**src/rtl/lbist_pkg.sv**
```systemverilog
// lbist_pkg -- shared definitions for the logic-BIST adder wrapper.
//   bist_state_e       : BIST controller states
//   LFSR_TAPS_DEFAULT  : x^33 + x^20 + 1 pattern-generator feedback mask
//   LFSR_SEED_DEFAULT  : non-zero pattern-generator reload value
//   MISR_TAPS_DEFAULT  : x^17 + x^14 + 1 signature-compactor feedback mask
package lbist_pkg;

  typedef enum logic [1:0] {
    ST_IDLE    = 2'd0,
    ST_RUN     = 2'd1,
    ST_COMPARE = 2'd2,
    ST_DONE    = 2'd3
  } bist_state_e;

  localparam logic [32:0] LFSR_TAPS_DEFAULT = 33'h1_0008_0000;
  localparam logic [32:0] LFSR_SEED_DEFAULT = 33'h0_0000_0001;
  localparam logic [16:0] MISR_TAPS_DEFAULT = 17'h1_2000;

endpackage

```
**src/rtl/bist_misr.sv**
```systemverilog
// bist_misr -- multiple-input signature register.
// Each enabled edge shifts the register left, feeding the parity of the
// tapped bits into bit 0, then XORs in the parallel input word.
//   clk, rst  : clock, asynchronous active-high reset (clears signature)
//   clear     : synchronous clear, wins over enable
//   enable    : absorb data this edge
//   data      : W-bit word to compact
//   signature : live register contents
module bist_misr
  import lbist_pkg::*;
#(
  parameter int            W    = 17,
  parameter logic [W-1:0]  TAPS = W'(MISR_TAPS_DEFAULT)
) (
  input  logic         clk,
  input  logic         rst,
  input  logic         clear,
  input  logic         enable,
  input  logic [W-1:0] data,
  output logic [W-1:0] signature
);

  logic [W-1:0] sig_q;
  logic         feedback;

  assign feedback  = ^(sig_q & TAPS);
  assign signature = sig_q;

  always_ff @(posedge clk or posedge rst) begin
    if (rst) begin
      sig_q <= '0;
    end else if (clear) begin
      sig_q <= '0;
    end else if (enable) begin
      sig_q <= {sig_q[W-2:0], feedback} ^ data;
    end
  end

endmodule

```
**src/rtl/lbist_adder_wrapper.sv**
```systemverilog
// lbist_adder_wrapper -- N-bit registered adder with built-in self test.
// Functional mode (pin_sel=0) registers {co,sum} = a + b + cin every edge.
// Test mode (pin_sel=1) shows the MISR on pin_sum/pin_co; a level request on
// pin_bist_start (IDLE or DONE only) runs NUM_PAT LFSR patterns through the
// same adder, compacts the results in the MISR and compares against GOLDEN.
// pin_bist_start is a level, not a handshake: it is sampled only in IDLE and
// DONE with pin_sel=1, so holding it high after DONE restarts immediately.
//   pin_clk, pin_rst        : clock, asynchronous active-high reset
//   pin_a, pin_b, pin_cin   : functional operands
//   pin_sel                 : 0 functional, 1 test
//   pin_bist_start          : BIST run request
//   pin_sum, pin_co         : result register (functional) / MISR (test)
//   pin_bist_busy/done/pass : BIST status
//   pin_signature           : live MISR register
// The controller state is available as the internal signal `state`.
module lbist_adder_wrapper
  import lbist_pkg::*;
#(
  parameter int               N         = 16,
  parameter int               NUM_PAT   = 255,
  parameter logic [2*N:0]     LFSR_TAPS = (2*N+1)'(LFSR_TAPS_DEFAULT),
  parameter logic [2*N:0]     LFSR_SEED = (2*N+1)'(LFSR_SEED_DEFAULT),
  parameter logic [N:0]       MISR_TAPS = (N+1)'(MISR_TAPS_DEFAULT),
  parameter logic [N:0]       GOLDEN    = '0
) (
  input  logic         pin_clk,
  input  logic         pin_rst,
  input  logic [N-1:0] pin_a,
  input  logic [N-1:0] pin_b,
  input  logic         pin_cin,
  input  logic         pin_sel,
  input  logic         pin_bist_start,
  output logic [N-1:0] pin_sum,
  output logic         pin_co,
  output logic         pin_bist_busy,
  output logic         pin_bist_done,
  output logic         pin_bist_pass,
  output logic [N:0]   pin_signature
);

  // Holds NUM_PAT itself so the counter never wraps within a run.
  localparam int               CNT_W    = $clog2(NUM_PAT + 1);
  localparam logic [CNT_W-1:0] CNT_LAST = CNT_W'(NUM_PAT - 1);

  bist_state_e      state, state_nxt;
  logic [2*N:0]     lfsr;
  logic [CNT_W-1:0] cnt;
  logic             pass;
  logic [N:0]       res;
  logic [N:0]       misr;

  logic             start_run, run_step, cmp_step, abort;

  // One adder serves both modes; pin_sel picks the operand source.
  logic [N-1:0]     op_a, op_b;
  logic             op_cin;
  logic [N:0]       add_out;

  assign op_a    = pin_sel ? lfsr[N-1:0]   : pin_a;
  assign op_b    = pin_sel ? lfsr[2*N-1:N] : pin_b;
  assign op_cin  = pin_sel ? lfsr[2*N]     : pin_cin;
  assign add_out = {1'b0, op_a} + {1'b0, op_b} + {{N{1'b0}}, op_cin};

  // Next-state and control strobes.
  always_comb begin
    state_nxt = state;
    start_run = 1'b0;
    run_step  = 1'b0;
    cmp_step  = 1'b0;
    abort     = 1'b0;
    case (state)
      ST_IDLE: begin
        if (pin_sel && pin_bist_start) begin
          start_run = 1'b1;
          state_nxt = ST_RUN;
        end
      end
      ST_RUN: begin
        if (!pin_sel) begin
          abort     = 1'b1;
          state_nxt = ST_IDLE;
        end else begin
          run_step = 1'b1;
          if (cnt == CNT_LAST) state_nxt = ST_COMPARE;
        end
      end
      ST_COMPARE: begin
        if (!pin_sel) begin
          abort     = 1'b1;
          state_nxt = ST_IDLE;
        end else begin
          cmp_step  = 1'b1;
          state_nxt = ST_DONE;
        end
      end
      ST_DONE: begin
        if (!pin_sel) begin
          abort     = 1'b1;
          state_nxt = ST_IDLE;
        end else if (pin_bist_start) begin
          start_run = 1'b1;
          state_nxt = ST_RUN;
        end
      end
      default: state_nxt = ST_IDLE;
    endcase
  end

  always_ff @(posedge pin_clk or posedge pin_rst) begin
    if (pin_rst) state <= ST_IDLE;
    else         state <= state_nxt;
  end

  // Pattern generator, pattern counter and pass flag.
  always_ff @(posedge pin_clk or posedge pin_rst) begin
    if (pin_rst) begin
      lfsr <= LFSR_SEED;
      cnt  <= '0;
      pass <= 1'b0;
    end else if (start_run) begin
      lfsr <= LFSR_SEED;
      cnt  <= '0;
      pass <= 1'b0;
    end else if (run_step) begin
      lfsr <= {lfsr[2*N-1:0], ^(lfsr & LFSR_TAPS)};
      cnt  <= cnt + CNT_W'(1);
    end else if (cmp_step) begin
      pass <= (misr == GOLDEN);
    end else if (abort) begin
      pass <= 1'b0;
    end
  end

  // Functional result register; frozen while in test mode.
  always_ff @(posedge pin_clk or posedge pin_rst) begin
    if (pin_rst)       res <= '0;
    else if (!pin_sel) res <= add_out;
  end

  bist_misr #(
    .W    (N + 1),
    .TAPS (MISR_TAPS)
  ) u_misr (
    .clk       (pin_clk),
    .rst       (pin_rst),
    .clear     (start_run),
    .enable    (run_step),
    .data      (add_out),
    .signature (misr)
  );

  assign pin_sum       = pin_sel ? misr[N-1:0] : res[N-1:0];
  assign pin_co        = pin_sel ? misr[N]     : res[N];
  assign pin_bist_busy = (state == ST_RUN) || (state == ST_COMPARE);
  assign pin_bist_done = (state == ST_DONE);
  assign pin_bist_pass = pass;
  assign pin_signature = misr;

endmodule

```
**config.mk**
```make
export PLATFORM = sky130hd
export DESIGN_NAME = lbist_adder_wrapper
export DESIGN_NICKNAME = d
export VERILOG_FILES = /design/src/rtl/lbist_pkg.sv /design/src/rtl/bist_misr.sv /design/src/rtl/lbist_adder_wrapper.sv
export SDC_FILE = /design/constraint.sdc
export NUM_CORES = 1
export LEC_CHECK = 0
export CAP_MARGIN = 30
export CORE_ASPECT_RATIO = 0.6
export CORE_MARGIN = 5
export CORE_UTILIZATION = 42
export CTS_CLUSTER_SIZE = 25
export DETAILED_ROUTE_END_ITERATION = 6
export SLEW_MARGIN = 10
export SYNTH_ARGS = -nofsm -noshare
export SYNTH_HDL_FRONTEND = slang
export SYNTH_SLANG_ARGS = --single-unit
export TNS_END_PERCENT = 20
```
**constraint.sdc**
```tcl
create_clock -name pin_clk -period 3.55 [get_ports pin_clk]
set_input_delay 0.5325 -clock pin_clk [delete_from_list [all_inputs] [get_ports pin_clk]]
set_output_delay 0.5325 -clock pin_clk [all_outputs]
set_load 0.01 [all_outputs]
```
Word level (Yosys, flattened, before mapping)
Index checks and enable logic that the tools add are counted.

Flip-flop bits (word level): 78. Input bits: 37. Output and inout bits: 37.

Add/sub/neg operators: 3. Eq/ne operators: 8. Mux-type cells: 31. Bitwise logic cells: 1. Reductions and logical operators: 11.

Operators by type and width (count): $mux W33 (2); $mux W16 (3); $mux W17 (2); $reduce_xor A33 Y1 (1); $add A16 B16 Y17 (1); $add A17 B1 Y17 (1); $logic_not A17 Y1 (1); $reduce_xor A17 Y1 (1); $xor A17 B17 Y17 (1); $mux W8 (2); $mux W1 (14); $mux W2 (6); $add A8 B1 Y8 const B (1); $eq A8 B8 Y1 const B (1); $pmux W2 S4 (1); $ne A3 B3 Y1 const B (2); $eq A2 B2 Y1 const B (2); $ne A2 B2 Y1 const B (2); $reduce_and A3 Y1 (1); $reduce_bool A3 Y1 (1); $reduce_or A3 Y1 (1); $eq A2 B1 Y1 const B (1); $logic_not A2 Y1 (1); $pmux W1 S2 (1); 4 further kinds (4).

Longest topological paths before layout
Gate-level depths: netlist of the first run.

Depth after elaboration: 7. Depth in mapped cells: 13.

Cells and area by module
From an unflattened synthesis of the first run, not the netlist that was laid out.

Cells, all modules: 502. Area total of the unflattened synthesis: 4838.4 sq um.

By module, submodules not included: lbist_adder_wrapper (times used 1, cells each 427, area an instance 4001.3 sq um, seq. area each 1527.7 sq um); bist_misr (times used 1, cells each 75, area an instance 837.1 sq um, seq. area each 425.4 sq um).

Worst setup path after synthesis of the first run
No wires, ideal clock.

Kind: input-to-reg. From: in pin_sel. To: reg u_misr.sig_q[14] (netlist: u_misr.signature[14]). Arrival: 3373 ps. Path slack: 100 ps. Stages on the path: 13. Path buffers: 2. Cell sequence: clkbuf_1 clkbuf_1 mux2_2 fa_1 inv_1 fa_1 nand2b_1 a21oi_2 o21bai_2 o221ai_2 a31oi_1 xor3_1 a21oi_1.

Longest elaborated chain between the ends: 6. Elaborated cells on any way between the ends: 15. Those cells by class: add/sub (2); mux (10); bitwise (1); reduce/logical (2).

Ends and longest elaborated chain: from (decl) (line lbist_adder_wrapper.sv:31) `input logic pin_sel,`; $mux W16, on equally long branches (line lbist_adder_wrapper.sv:59, lbist_adder_wrapper.sv:60); $add A16 B16 Y17 (line lbist_adder_wrapper.sv:62) `assign add_out = {1'b0, op_a} + {1'b0, op_b} + {{N{1'b0}}, op_cin};`; $add A17 B1 Y17 (line lbist_adder_wrapper.sv:62); $xor A17 B17 Y17 (line bist_misr.sv:35) `sig_q <= {sig_q[W-2:0], feedback} ^ data;`; $mux W17 (line bist_misr.sv:34) `end else if (enable) begin`; $mux W17 (line bist_misr.sv:32) `end else if (clear) begin`; to (signal assigned) (line bist_misr.sv:35); to (decl) (line bist_misr.sv:23) `logic [W-1:0] sig_q;`.

Parallel ways exist; a longest one is shown, timed or not. The select of a mux whose other input is x is not followed. A chain may end at the register's enable or synchronous reset.

Final worst setup path of the first run
From: in pin_a[0]. To: reg u_misr.sig_q[14] (netlist: u_misr.signature[14]).

Longest elaborated chain between the ends: 6.

Ends and longest elaborated chain: from (decl) (line lbist_adder_wrapper.sv:28) `input logic [N-1:0] pin_a,`; $mux W16 (line lbist_adder_wrapper.sv:59) `assign op_a = pin_sel ? lfsr[N-1:0] : pin_a;`; $add A16 B16 Y17 (line lbist_adder_wrapper.sv:62); $add A17 B1 Y17 (line lbist_adder_wrapper.sv:62); $xor A17 B17 Y17 (line bist_misr.sv:35); $mux W17 (line bist_misr.sv:34); $mux W17 (line bist_misr.sv:32).

No other way between the ends. The select of a mux whose other input is x is not followed.

==> flow_metrics.py, run 1 <==
metrics = {
    "timing": {
        "slew_headroom_pct": 55.1,
        "hold_violations": 0,
        "setup_violations": 0,
        "timing_worst_slew_pin_value_ns": 0.673,
        "clock.fmax_mhz": 328,
        "slew_viol_final": 0,
        "fin_skew_ns": 0.00651,
        "grt_setup_unrepaired": "false",
        "min_period_ns": 3.04,
        "setup_tns_ns": 0,
        "setup_slack_ns": 0.505,
        "post-route-period-util_pct": 85.8,
        "fin_hold_ws_ns": 0.490,
    },
    "layout": {
        "fin_util_pct": 53.2,
        "antenna_cells": 0,
        "final_nets": 621,
        "area_delta_synth_final_pct": 24.8,
        "final_common_cell": "nand2_1",
        "fillCellCount": 1011,
        "multiInputGateArea_um2": 2670,
        "register_area_um2": 1950,
        "layout_common_cells": "95 x nand2_1, 77 x dfrtp_1, 72 x clkdlybuf4s50_1",
        "drive_gt1_share_pct": 16.0,
        "fin_area_um2": 5950,
    },
    "synth": {
        "netlist_area_um2": 4770,
        "yosysWarnings": 0,
        "yosysSeqAreaShare_pct": 41.0,
        "synth_cell_types": 49,
        "synth_edf_count": 0,
        "yosysTopAreaCellShare_pct": 40.4,
        "synth_area_leader_cell": "dfrtp_1",
        "syn-num-nets": 560,
        "syn_avg_cell_area_um2": 9.56,
        "async_reset_ff_share_pct": 100,
        "syn_inst": 499,
        "ys_ff_latch": 78,
        "synth_ff_type": "dfrtp_1",
        "synth.top_cells.by_area": "dfrtp_1 40%, mux2_2 12%, nand2_1 7.5%, a21oi_1 5.9%, ha_1 5.8%",
    },
    "worst_setup_path": {
        "cp_data_arrival_time_ns": 3.30,
        "r2r-end": "u_misr.signature[12]",
        "cp-end-kind": "flop",
        "r2r_start": "lfsr[0]",
        "rrSetupSlack_ns": 0.71,
        "worst_ep_required_time_ns": 3.81,
        "reg2regPathDepth": 11,
        "critical_path.max_fanout": 3,
        "crit_type": "in -> reg",
        "startpoint_type": "primary input",
    },
    "flow_run": {
        "cap_violations": 0,
    },
    "cts": {
        "postCtsHoldBufs": 0,
        "cts_root_buffer": "clkbuf_16",
        "clock-sinks": 78,
        "htreeDepth": 3,
        "numCtsBuffers": 9,
        "cts_setup_buffers": 0,
        "cts_resized": 0,
        "cts.reportedPaths.clkPinSlew_ns": 0.06,
        "clk_latency_ns": 0.33,
        "tritoncts": "built",
        "cts_max_path_buffers": 2,
    },
    "power": {
        "pwr-share-clk_pct": 23.0,
        "ir_drop_v": 0.000310,
        "p_comb_share_pct": 42.1,
        "power.leakage_nw": 2.56,
        "seqPwrFrac_pct": 34.9,
        "switching_share_pct": 35.9,
        "p_sw_mw": 1.45,
        "p_per_area_nw_per_um2": 679,
        "p_int_mw": 2.59,
    },
    "detailed_routing": {
        "routed_wirelength_mm": 12.1,
        "vias_per_cell": 5.29,
        "routed_wire_length_per_instance_um": 17.1,
        "drtIter0Drc": 238,
        "drc": 0,
        "ant_nets": 0,
        "num_vias": 3739,
        "dr.pass1.iters": 4,
    },
    "die": {
        "die_w_um": 148,
        "dieArea_um2": 13700,
        "start_util_pct": 42.6,
        "rows": 30,
        "die_h_um": 92.5,
        "core_um2": 11200,
        "ios": 74,
    },
    "outcome": {
        "outcome": "finished, final reports clean",
    },
    "hold_path": {
        "hp-start": "res[14]",
        "hold_path_depth": 2,
        "hold_path_end": "res[14]",
        "holdCritPathClass": "reg -> reg",
    },
    "placed_design": {
        "place_hpwl_mm": 8.71,
        "dpl_worst_slack_ns": 0.206,
        "port_buffers": 73,
        "place_area_um2": 5660,
        "gp_congestion": 0.861,
    },
    "global_route": {
        "grt_pass1_wl_mm": 19.8,
        "first_global_vias": 3697,
        "grt_max_degree": 63,
        "grt_usage_pct": 18.4,
        "antenna_found_initial": 0,
        "overflow": 0,
    },
}
==> registers in the layout, indices dropped and copies added, names as in the netlist <==
name / cells
pin_bist_pass: 1
res: 17
lfsr: 33
state: 2
cnt: 8
u_misr.signature: 17
==> power by group through the flow <==
stage                     Clock [mW]  Sequential, mW  Combinational [mW]
final                          0.931            1.41                1.70
after global routing           0.986            1.45                1.87
after CTS                      0.954            1.41                1.71
after detailed placement           0            1.42                1.70
after global placement             0            1.41                1.68
after floorplan                    0            1.37                1.02
==> worst max path at each step <==
stage | start | endpoint | slack, ns | depth (start not counted)
floorplan | pin_sel | u_misr.signature[14] | 0.1 | 13
global placement | pin_a[0] | res[14] | 0.27 | 12
detailed placement | pin_a[0] | u_misr.signature[14] | 0.21 | 12
CTS | pin_a[0] | u_misr.signature[14] | 0.53 | 12
global route | pin_a[0] | u_misr.signature[14] | 0.39 | 12
finish | pin_a[0] | u_misr.signature[14] | 0.51 | 12
==> per-layer routing <==
layer | wire length [µm] | part of all wire [%] | GRT usage [%]
met2 | 4950 | 41 | 25.5
met1 | 6190 | 51 | 28.3
met4 | 65 | 0.54 | 4.03
met3 | 848 | 7.0 | 4.74
met5 | 0 | 0 | 0
==> synth_stat cells, types with 5 or more instances <==
cell type	number
nand4_1	6
ha_1	22
nand2_1	95
inv_1	10
xor2_1	9
nor4_1	5
dfrtp_1	77
xnor2_1	23
o21ai_0	14
nor2_1	21
o21ai_1	11
a21o_1	7
a21oi_1	56
clkbuf_1	24
a211oi_1	8
mux2_2	51
==> logic make-up (layout without fill, tap and decap cells) <==
kind of cell | Yosys count | after routing | synth area share [%]
muxes | 58 | 58 | 13.6
and+or+nand+nor | 146 | 146 | 13.0
DFF | 78 | 78 | 41.0
adders and majority gates | 24 | 24 | 6.61
buffers and inverters | 40 | 104 | 3.20
xor gates and xnor gates | 36 | 36 | 7.66
AOI/OAI and AO/OA | 117 | 117 | 15.0
==> critical path, stage by stage <==
cell and delay (ns):
clkdlybuf4s50_1 0.40, mux2_2 0.28, fa_1 0.48, inv_1 0.09, fa_1 0.20, nand2b_1 0.16, a21oi_2 0.09, o21bai_2 0.18
o221ai_2 0.16, a31oi_1 0.31, xor3_1 0.27, a21oi_1 0.16
==> per-stage QoR <==
stage          instances  power (mW)
2_1_floorplan        499        2.40
3_3_place_gp         693        3.08
3_5_place_dp         693        3.13
4_1_cts              707        4.08
5_1_grt              707        4.30
6_report             707        4.04
==> area by class of cell <==
class	count	share of cell area, %
Tap cell	144	3.03
Timing Repair Buffer	80	13.7
Inverter	10	0.631
Sequential cell	78	32.8
Multi-Input combinational cell	381	44.8
Clock buffer	11	4.25
Clock inverter	3	0.757
(Power assumes the default switching activity.)
==> run 2, diff against run 1 <==
CORE_MARGIN = 2   (was 5)
PLACE_DENSITY = 0.7   (was not set)
==> flow_metrics.py, run 2 (synthesized netlist as in run 1, its figures left out) <==
metrics = {
    "hold_path": {
        "holdCritPathClass": "reg -> reg",
        "hold_path_end": "res[7]",
        "hold_path_depth": 2,
        "hp-start": "res[7]",
    },
    "layout": {
        "area_delta_synth_final_pct": 26.2,
        "final_common_cell": "nand2_1",
        "antenna_cells": 0,
        "final_nets": 625,
        "layout_common_cells": "95 x nand2_1, 77 x dfrtp_1, 72 x clkdlybuf4s50_1",
        "drive_gt1_share_pct": 16.9,
        "regMostFlops": "lfsr",
        "fin_area_um2": 6020,
        "largest_reg_flops": 33,
    },
    "timing": {
        "slew_viol_final": 0,
        "timing_worst_slew_pin_value_ns": 0.599,
        "setup_tns_ns": 0,
        "min_period_ns": 3.10,
        "fin_hold_ws_ns": 0.490,
        "grt_setup_unrepaired": "false",
        "hold_violations": 0,
        "slew_headroom_pct": 60.0,
        "clock.fmax_mhz": 323,
        "post-route-period-util_pct": 87.3,
        "fin_skew_ns": 0.00646,
        "setup_violations": 0,
        "setup_slack_ns": 0.453,
    },
    "placed_design": {
        "dpl_worst_slack_ns": 0.134,
        "gp_congestion": 0.867,
        "port_buffers": 73,
        "place_hpwl_mm": 8.91,
        "place_area_um2": 5690,
    },
    "worst_setup_path": {
        "startpoint_type": "primary input",
        "worst_ep_required_time_ns": 3.82,
        "reg2regPathDepth": 11,
        "critical_path.max_fanout": 3,
        "cp_data_arrival_time_ns": 3.36,
        "r2r_start": "lfsr[16]",
        "crit_type": "in -> reg",
        "cp-end-kind": "flop",
        "r2r-end": "u_misr.signature[14]",
        "rrSetupSlack_ns": 0.73,
    },
    "global_route": {
        "antenna_found_initial": 0,
        "grt_usage_pct": 20.7,
        "first_global_vias": 3738,
        "grt_pass1_wl_mm": 19.6,
        "grt_max_degree": 42,
        "overflow": 0,
    },
    "cts": {
        "cts_resized": 0,
        "postCtsHoldBufs": 0,
        "htreeDepth": 3,
        "cts.reportedPaths.clkPinSlew_ns": 0.06,
        "numCtsBuffers": 9,
        "clk_latency_ns": 0.34,
        "cts_setup_buffers": 0,
        "cts_root_buffer": "clkbuf_16",
        "tritoncts": "built",
        "cts_max_path_buffers": 2,
        "clock-sinks": 78,
    },
    "power": {
        "ir_drop_v": 0.000326,
        "power.leakage_nw": 2.60,
        "p_per_area_nw_per_um2": 690,
    },
    "detailed_routing": {
        "drc": 0,
        "vias_per_cell": 5.52,
        "drtIter0Drc": 273,
        "dr.pass1.iters": 5,
        "routed_wirelength_mm": 12.1,
        "num_vias": 3933,
        "routed_wire_length_per_instance_um": 17.0,
        "ant_nets": 0,
    },
    "die": {
        "core_um2": 11200,
        "die_w_um": 142,
        "start_util_pct": 42.6,
        "die_h_um": 86.5,
        "dieArea_um2": 12200,
        "ios": 74,
        "rows": 30,
    },
    "flow_run": {
        "cap_violations": 0,
    },
    "outcome": {
        "outcome": "finished, final reports clean",
    },
}
## run 2: stage by stage
stage,cells,util [%],power [mW]
global route,713,53.8,4.40
global placement,696,50.6,3.05
floorplan,499,-,2.40
detailed placement,697,50.8,3.12
finish,713,53.8,4.15
CTS,713,53.8,4.16
## run 2: how the worst max path moves through the flow
stage | start | endpoint | cells after the start
global placement | pin_b[0] | u_misr.signature[14] | 12
global route | pin_b[0] | u_misr.signature[14] | 12
detailed placement | pin_b[0] | u_misr.signature[14] | 12
finish | pin_b[0] | u_misr.signature[14] | 12
floorplan | pin_sel | u_misr.signature[14] | 13
CTS | pin_b[0] | u_misr.signature[14] | 12
## run 2: power breakdown
part	internal (mW)	switching (mW)
Clock	0.640	0.390
Sequential	1.13	0.279
Combinational	0.890	0.824
## run 2: area by class of cell
type                    instances  area [µm²]
well taps                     144         180
fillers                       997        5170
clock buffers                  10         239
flip-flops and latches         78        1950
inverters                      10        37.5
clock inverters                 6        95.1
multi-input cells             381        2670
repair buffers                 84         846
## run 2: metal layers
layer,up-vias,GRT usage (%),wire [µm]
met5,-,0,0
met4,0,5.64,89
met3,13,5.52,929
met2,142,29.6,5080
met1,1910,31.0,6050
li1,1868,-,-
## run 2: worst max-delay path, stage by stage
cell             delay [ns]
clkdlybuf4s50_1        0.48
mux2_2                 0.30
fa_1                   0.44
inv_1                  0.09
fa_1                   0.20
nand2b_1               0.15
a21oi_2                0.08
o21bai_2               0.17
o221ai_2               0.17
a31oi_1                0.31
xor3_1                 0.27
a21oi_1                0.17
==> run 3, diff against run 2 <==
CORE_MARGIN = 4   (was 2)
==> flow_metrics.py, run 3 (synthesized netlist as in run 1, its figures left out) <==
metrics = {
    "cts": {
        "postCtsHoldBufs": 0,
        "htreeDepth": 3,
        "cts.reportedPaths.clkPinSlew_ns": 0.06,
        "cts_setup_buffers": 0,
        "cts_max_path_buffers": 2,
        "cts_resized": 0,
        "numCtsBuffers": 9,
        "cts_root_buffer": "clkbuf_16",
        "clk_latency_ns": 0.34,
        "clock-sinks": 78,
        "tritoncts": "built",
    },
    "outcome": {
        "outcome": "finished, final reports clean",
    },
    "global_route": {
        "overflow": 0,
        "antenna_found_initial": 0,
        "grt_max_degree": 52,
        "grt_pass1_wl_mm": 20.3,
        "first_global_vias": 3706,
        "grt_usage_pct": 19.1,
    },
    "layout": {
        "area_delta_synth_final_pct": 25.3,
        "antenna_cells": 0,
        "layout_common_cells": "95 x nand2_1, 77 x dfrtp_1, 72 x clkdlybuf4s50_1",
        "multiInputGateArea_um2": 2670,
        "final_common_cell": "nand2_1",
        "fillCellCount": 974,
        "largest_reg_flops": 33,
        "register_area_um2": 1950,
        "regMostFlops": "lfsr",
        "final_nets": 623,
        "drive_gt1_share_pct": 16.4,
        "fin_area_um2": 5980,
    },
    "timing": {
        "grt_setup_unrepaired": "false",
        "clock.fmax_mhz": 322,
        "slew_viol_final": 0,
        "fin_skew_ns": 0.00847,
        "hold_violations": 0,
        "setup_violations": 0,
        "fin_hold_ws_ns": 0.488,
        "setup_tns_ns": 0,
        "timing_worst_slew_pin_value_ns": 0.614,
        "post-route-period-util_pct": 87.5,
        "slew_headroom_pct": 59.0,
        "min_period_ns": 3.11,
    },
    "worst_setup_path": {
        "critical_path.max_fanout": 3,
        "crit_type": "in -> reg",
        "cp-end-kind": "flop",
        "cp_data_arrival_time_ns": 3.38,
        "slowest_delay_ns": 0.46,
        "startpoint_type": "primary input",
        "worst_ep_required_time_ns": 3.82,
        "path_common_cell": "fa_1",
        "crit_chain": "clkdlybuf4s50_1, mux2_2, fa_1, inv_1, fa_1, nand2b_1, a21oi_2, o21bai_2, o221ai_2, a31oi_1, xor3_1, a21oi_1",
        "cp_slowest_cell": "clkdlybuf4s50_1",
        "critical-path-top-delay-family": "compound AO/OA/AOI/OAI gates",
        "worst-path-buf-inv": 2,
    },
    "placed_design": {
        "port_buffers": 73,
        "gp_congestion": 0.831,
        "place_hpwl_mm": 9.07,
        "place_area_um2": 5650,
    },
    "detailed_routing": {
        "ant_nets": 0,
        "drtIter0Drc": 215,
        "dr.pass1.iters": 4,
        "vias_per_cell": 5.51,
        "drc": 0,
        "num_vias": 3890,
        "routed_wirelength_mm": 12.4,
        "routed_wire_length_per_instance_um": 17.5,
    },
    "die": {
        "die_w_um": 146,
        "ios": 74,
        "die_h_um": 90.5,
        "rows": 29,
        "start_util_pct": 44.1,
        "core_um2": 10800,
        "dieArea_um2": 13200,
    },
    "power": {
        "p_total_mw": 4.13,
        "power.leakage_nw": 2.58,
        "ir_drop_v": 0.000284,
        "p_per_area_nw_per_um2": 691,
    },
    "flow_run": {
        "cap_violations": 0,
    },
    "hold_path": {
        "holdCritPathClass": "reg -> reg",
    },
}
run 3: cell count changes in the layout (fill, tap and decap cells not counted), sizes merged:
cell | before | now
buf | 12 | 10
clkbuf | 10 | 11
clkinv | 4 | 3
run 3: where the power goes:
group,switching [mW],internal [mW],total [mW]
logic,0.829,0.890,1.72
registers,0.283,1.13,1.41
clock network,0.365,0.636,1.00
run 3: cell type report:
cell class	count	area share (%)
clock buffer	11	4.06
clock inverter	5	1.38
sequential	78	32.7
tap	139	2.91
timing repair buffer	82	13.7
inverter	10	0.628
multi-input combinational	381	44.7
run 3: path summary, 6_finish.rpt:
kind | from | end | slack, ns | cells after the start
max | pin_b[0] | u_misr.signature[14] | 0.44 | 12
min | res[15] | res[15] | 0.49 | 2
max reg2reg | lfsr[16] | u_misr.signature[14] | 0.70 | 11
min reg2reg | res[15] | res[15] | 0.49 | 2
max in group asynchronous | pin_rst | u_misr.signature[13] | 2.14 | 3
min in group asynchronous | pin_rst | lfsr[19] | 0.59 | 2
run 3: per-layer routing:
layer,global-route usage [%],vias up,routed length [µm]
met5,0,-,0
li1,-,1856,-
met2,26.6,132,5110
met4,5.29,0,175
met1,29.0,1889,6230
met3,5.12,13,854
run 3: per-stage QoR:
step	setup slack, ns	utilization, %	std cells
3_5_place_dp	0.107	52.3	690
2_1_floorplan	0.0998	-	499
6_report	0.442	55.3	706
3_3_place_gp	0.229	52.3	690
4_1_cts	0.459	55.3	706
5_1_grt	0.264	55.3	706
run 3: worst register-to-register path, delay by kind of cell (launching register included):
family	cells	cell delay (ns)
AO/OA/AOI/OAI	5	0.91
multiplexers	1	0.30
XOR/XNOR	1	0.30
AND/OR/NAND/NOR	1	0.15
flip-flops	1	0.41
adder cells (fa/ha/maj)	2	0.63
buffers and inverters	1	0.08
